## config.mk

```make
export PLATFORM = sky130hd
export DESIGN_NAME = midi_poly
export DESIGN_NICKNAME = d
export VERILOG_FILES = /design/src/rtl/midi_poly.sv
export SDC_FILE = /design/constraint.sdc
export NUM_CORES = 1
export LEC_CHECK = 0
export CORE_MARGIN = 3
export CORE_UTILIZATION = 56
export CTS_CLUSTER_DIAMETER = 200
export CTS_CLUSTER_SIZE = 30
export DETAILED_ROUTE_END_ITERATION = 8
export PLACE_DENSITY_LB_ADDON = 0.12
export SLEW_MARGIN = 5
export SYNTH_ARGS = -nofsm -noshare
export SYNTH_HDL_FRONTEND = slang
export SYNTH_SLANG_ARGS = --single-unit
```

## constraint.sdc

```tcl
create_clock -name CLK -period 4.18 [get_ports CLK]
set_input_delay 0.836 -clock CLK [delete_from_list [all_inputs] [get_ports CLK]]
set_output_delay 0.836 -clock CLK [all_outputs]
set_load 0.05 [all_outputs]
```

## src/rtl/midi_poly.sv

```systemverilog
// Polyphonic MIDI decoder: channel-filtered parser with running status that drives VOICES gate/note/velocity slots.
// Outputs update one CE cycle after the final data byte; CE=0 freezes everything and no backpressure exists.
module midi_poly #(
  parameter int VOICES  = 4,
  parameter int CHANNEL = 0,
  parameter int OMNI    = 0
) (
  input  logic                  CLK,
  input  logic                  RST,
  input  logic                  CE,
  input  logic [7:0]            DATA,
  input  logic                  DV,
  output logic [7*VOICES-1:0]   NOTE_NUM,
  output logic [7*VOICES-1:0]   NOTE_VEL,
  output logic [VOICES-1:0]     GATE,
  output logic [6:0]            PROGRAM
);

  localparam int PW = (VOICES > 1) ? $clog2(VOICES) : 1;

  typedef enum logic [2:0] {
    S_WAIT, S_D1, S_D2, S_PROG, S_SKIP1, S_SKIP2, S_H_NOTE, S_H_PROG
  } state_t;

  state_t                  state_q, state_d;
  logic [7:0]              rs_q, rs_d;
  logic                    rs_vld_q, rs_vld_d;
  logic [6:0]              dat_q, dat_d, vel_q, vel_d, prog_q, prog_d;
  logic [VOICES-1:0][6:0]  vnote_q, vnote_d, vvel_q, vvel_d;
  logic [VOICES-1:0]       gate_q, gate_d;
  logic [PW-1:0]           ptr_q, ptr_d;

  logic                    chan_ok, is_on, hit, free;
  logic [PW-1:0]           hit_idx, free_idx, tgt;

  assign chan_ok = (OMNI != 0) || (DATA[3:0] == 4'(CHANNEL));

  // Retrigger a gated voice holding the note, else lowest free voice, else steal.
  always_comb begin
    hit      = 1'b0;
    free     = 1'b0;
    hit_idx  = '0;
    free_idx = '0;
    for (int i = 0; i < VOICES; i++) begin
      if (!hit && gate_q[i] && (vnote_q[i] == dat_q)) begin
        hit     = 1'b1;
        hit_idx = PW'(i);
      end
      if (!free && !gate_q[i]) begin
        free     = 1'b1;
        free_idx = PW'(i);
      end
    end
    tgt   = hit ? hit_idx : (free ? free_idx : ptr_q);
    is_on = rs_q[4] && (vel_q != 7'd0);
  end

  always_comb begin
    state_d  = state_q;
    rs_d     = rs_q;
    rs_vld_d = rs_vld_q;
    dat_d    = dat_q;
    vel_d    = vel_q;
    prog_d   = prog_q;
    vnote_d  = vnote_q;
    vvel_d   = vvel_q;
    gate_d   = gate_q;
    ptr_d    = ptr_q;
    if (CE) begin
      case (state_q)
        S_H_NOTE: begin
          state_d = S_WAIT;
          if (is_on) begin
            vnote_d[tgt] = dat_q;
            vvel_d[tgt]  = vel_q;
            gate_d[tgt]  = 1'b1;
            if (!hit && !free) ptr_d = (ptr_q == PW'(VOICES - 1)) ? '0 : ptr_q + PW'(1);
          end else begin
            for (int i = 0; i < VOICES; i++) begin
              if (gate_q[i] && (vnote_q[i] == dat_q)) begin
                gate_d[i] = 1'b0;
                vvel_d[i] = '0;
              end
            end
          end
        end
        S_H_PROG: begin
          prog_d  = dat_q;
          state_d = S_WAIT;
        end
        default: begin
          if (DV) begin
            if (DATA >= 8'hF8) begin
              state_d = state_q;
            end else if (DATA >= 8'hF0) begin
              rs_vld_d = 1'b0;
              state_d  = S_WAIT;
            end else if (DATA[7]) begin
              rs_vld_d = 1'b0;
              // 0xCn/0xDn carry one data byte, every other channel message two.
              if (!chan_ok) begin
                state_d = (DATA[6:5] == 2'b10) ? S_SKIP1 : S_SKIP2;
              end else begin
                case (DATA[6:4])
                  3'b000, 3'b001: begin
                    rs_vld_d = 1'b1;
                    rs_d     = DATA;
                    state_d  = S_D1;
                  end
                  3'b100: begin
                    rs_vld_d = 1'b1;
                    rs_d     = DATA;
                    state_d  = S_PROG;
                  end
                  3'b101:  state_d = S_SKIP1;
                  default: state_d = S_SKIP2;
                endcase
              end
            end else begin
              case (state_q)
                S_WAIT: begin
                  if (rs_vld_q) begin
                    dat_d   = DATA[6:0];
                    state_d = (rs_q[6:5] == 2'b00) ? S_D2 : S_H_PROG;
                  end
                end
                S_D1: begin
                  dat_d   = DATA[6:0];
                  state_d = S_D2;
                end
                S_D2: begin
                  vel_d   = DATA[6:0];
                  state_d = S_H_NOTE;
                end
                S_PROG: begin
                  dat_d   = DATA[6:0];
                  state_d = S_H_PROG;
                end
                S_SKIP2: state_d = S_SKIP1;
                S_SKIP1: state_d = S_WAIT;
                default: state_d = state_q;
              endcase
            end
          end
        end
      endcase
    end
  end

  always_ff @(posedge CLK) begin
    if (RST) begin
      state_q  <= S_WAIT;
      rs_q     <= '0;
      rs_vld_q <= 1'b0;
      dat_q    <= '0;
      vel_q    <= '0;
      prog_q   <= '0;
      vnote_q  <= '0;
      vvel_q   <= '0;
      gate_q   <= '0;
      ptr_q    <= '0;
    end else begin
      state_q  <= state_d;
      rs_q     <= rs_d;
      rs_vld_q <= rs_vld_d;
      dat_q    <= dat_d;
      vel_q    <= vel_d;
      prog_q   <= prog_d;
      vnote_q  <= vnote_d;
      vvel_q   <= vvel_d;
      gate_q   <= gate_d;
      ptr_q    <= ptr_d;
    end
  end

  assign NOTE_NUM = vnote_q;
  assign NOTE_VEL = vvel_q;
  assign GATE     = gate_q;
  assign PROGRAM  = prog_q;

endmodule

```

==> flow_summary_export.csv <==
group,metric,value,unit
critical_path,cp_slowest_cell,"or4_1",
critical_path,required,4.46,ns
timing,finalClockSkew,0.009959,ns
clocking,cts_setup_buffers,0,
drt,avgViaCountPerCell,5.699,
finish,fin_area,0.005205,sq mm
clocking,cts_buffers,9,
drt,post-route-drc-count,0,
critical_path,cp_max_fo,8,
logic_synthesis,synth-seq-cells,90,
logic_synthesis,synth_cell_types,52,
logic_synthesis,synth_area,0.004197,sq mm
die,die_h,92.57,um
logic_synthesis,ys_seq_area_share,42.93,%
die,rows,30,
drt,drt-total-wl,10780,um
clocking,root_buffer,"clkbuf_8",
logic_synthesis,yosys_most_used_dff,"dfxtp_1",
drt,ant_nets,0,
logic_synthesis,synth_edf_count,0,
die,start_util,59.79,%
clocking,ctsResizeCount,0,
drt,drt_iter0_markers,265,
timing,grt_setup_unrepaired,"false",
die,io_pins,79,
die,die_area,0.008568,sq mm
finish,n_antenna_cell,0,
power_and_ir_drop,powerDensity,306.7,mW/mm^2
global_routing,overflow,0,
timing,drv_slew,0,
global_routing,grt_pass1_wl,17600,um
placed_design,placed_area,0.004970,sq mm
placed_design,dp_cells,616,
timing,timing.setup.tns,0,ns
global_routing,grt_max_degree,51,
logic_synthesis,syn-num-nets,477,
power_and_ir_drop,ir_drop,0.0002224,V
clocking,cts_sinks,90,
power_and_ir_drop,p_leak,2.119,nW
timing,hold_viol_final,0,
timing,max_slew_margin,38.72,%
placed_design,dp_hpwl,7646,um
die,dieWidth,92.57,um
clocking,clockBufferDepth,2,
critical_path,max_stage_delay,0.59,ns
finish,nNetsFinal,544,
critical_path,crit_arrival,3.28,ns
placed_design,io_buffers,78,
placed_design,gp_congestion,0.8839,
clocking,cts.clk_slew.worst_paths,0.09,ns
timing,tightest_slew,0.9130,ns
flow_run,max_cap_viol_count,0,
finish,fin_cells,632,
logic_synthesis,synthCells,464,
critical_path,end_kind,"register",
finish,final_layout_size_suffix_gt1_share,6.903,%
drt,drtPass1Iterations,5,
critical_path,crit_family,"simple AND/OR/NAND/NOR gates",
timing,fmax,0.3325,GHz
critical_path,startpoint_type,"input pin",
logic_synthesis,synthArstFlopShare,0,%
timing,setup_viol,0,
timing,min_period,3.007,ns
timing,final.period_utilization,71.94,%
timing,holdWs,0.4595,ns
finish,area_growth_syn_to_layout,24.03,%
global_routing,grt_pass1_vias,3535,
critical_path,setup.worst_path.class,"input pin to register",
drt,vias,3602,
critical_path,path_cells,"clkdlybuf4s50_1, nand3_1, nor2_1, nand2_1, or4_1, a32oi_4, mux2i_1",
clocking,clk_latency,0.36,ns
logic_synthesis,synth_warnings,0,
worst_hold_path,hp-class,"register to register",
global_routing,track_usage,25.96,%
clocking,cts_tree,"done",
clocking,hold_buffers,0,
drt,wl_per_cell,17.06,um
critical_path,cp_num_buf_inv,1,
global_routing,antenna_found_initial,0,
finish,final_util,74.15,%
run_status,status,"finished clean",
clocking,cts_max_level,3,
logic_synthesis,avgSynthCellArea,9.044,sq um
die,design.core.area,0.007019,sq mm
==> Yosys cell counts, drive strengths merged, types with 2 or more instances <==
cell type | n | area share, %
a21boi | 4 | 0.72
a21oi | 35 | 4.5
and2 | 3 | 0.45
and3 | 2 | 0.30
buf | 11 | 2.5
clkbuf | 16 | 1.4
dfxtp | 90 | 43
inv | 10 | 0.89
mux2i | 62 | 15
nand2 | 90 | 8.0
nand2b | 3 | 0.45
nand3 | 14 | 1.7
nand4 | 5 | 1.1
nor2 | 37 | 3.3
nor2b | 3 | 0.45
nor3 | 2 | 0.24
nor4 | 7 | 1.7
o2111ai | 4 | 1.3
o21a | 2 | 0.36
o21ai | 13 | 1.6
or3 | 2 | 0.30
or4 | 4 | 0.89
xnor2 | 8 | 1.7
xor2 | 20 | 4.5
==> report_power, final <==
part / leakage (nW) / switching, mW / internal [mW]
clock: 0.119 / 0.331 / 0.362
sequential: 0.725 / 0.00177 / 0.857
combinational: 1.28 / 0.0288 / 0.0157
total: 2.12 / 0.362 / 1.23
==> worst min-delay path, cell delays in order, from the launching register on <==
cell	delay (ns)
dfxtp_1	0.32
nand2_1	0.05
a21oi_1	0.05
==> state kept, by name (all words and copies together), names as in the netlist <==
register / cells
rs_q: 3
state_q: 3
PROGRAM: 7
NOTE_NUM: 28
ptr_q: 2
dat_q: 7
GATE: 4
vel_q: 7
rs_vld_q: 1
NOTE_VEL: 28
==> metal layers <==
layer  vias up  wire [um]  GRT usage [%]
met5         -          0              0
met4         0        203          9.653
met3        19        707          5.118
met2       147       5114          42.78
met1      1709       4756          33.66
li1       1727          -              -
==> final timing paths <==
kind                  to       start  slack (ns)  depth (start not counted)
min           PROGRAM[1]  PROGRAM[1]        0.46                          2
max          NOTE_VEL[3]          CE        1.17                          7
max reg2reg  NOTE_VEL[3]    dat_q[5]        1.40                          6
min reg2reg   PROGRAM[1]  PROGRAM[1]        0.46                          2
==> cells in the final DEF (no fill, tap or decap), drive strengths merged, types with 5 or more instances in the layout <==
| master | count |
|---|---|
| nand3 | 14 |
| nor2 | 37 |
| nand2 | 90 |
| clkdlybuf4s50 | 78 |
| buf | 5 |
| mux2i | 62 |
| a21oi | 35 |
| xor2 | 20 |
| clkbuf | 10 |
| inv | 12 |
| nand4 | 5 |
| o21ai | 13 |
| dfxtp | 90 |
| nor4 | 7 |
| xnor2 | 8 |
==> through the flow <==
step	power, mW	setup slack, ns
after floorplan	0.9018	1.681
after global placement	0.9215	0.9754
after detailed placement	0.9225	0.8455
after CTS	1.598	1.204
after global routing	1.638	1.018
final	1.596	1.173
==> area by class of cell <==
cell class / count / area, sq um
flip-flops and latches: 90 / 1802
repair buffers: 83 / 818.3
well taps: 96 / 120.1
multi-input cells: 337 / 2192
fillers: 553 / 1814
clock inverters: 6 / 97.59
inverters: 10 / 37.54
clock buffers: 10 / 137.6
==> cell families (layout without fill, tap and decap cells) <==
logic type,after synthesis,count (layout),synth area share (%)
flops,90,90,42.93
compound gates,69,69,11.06
buf+inv,37,109,4.830
simple gates,177,177,19.89
xor+xnor,28,28,6.202
mux,62,62,14.79
fa+ha+maj,1,1,0.2981
(Power assumes the default switching activity.)
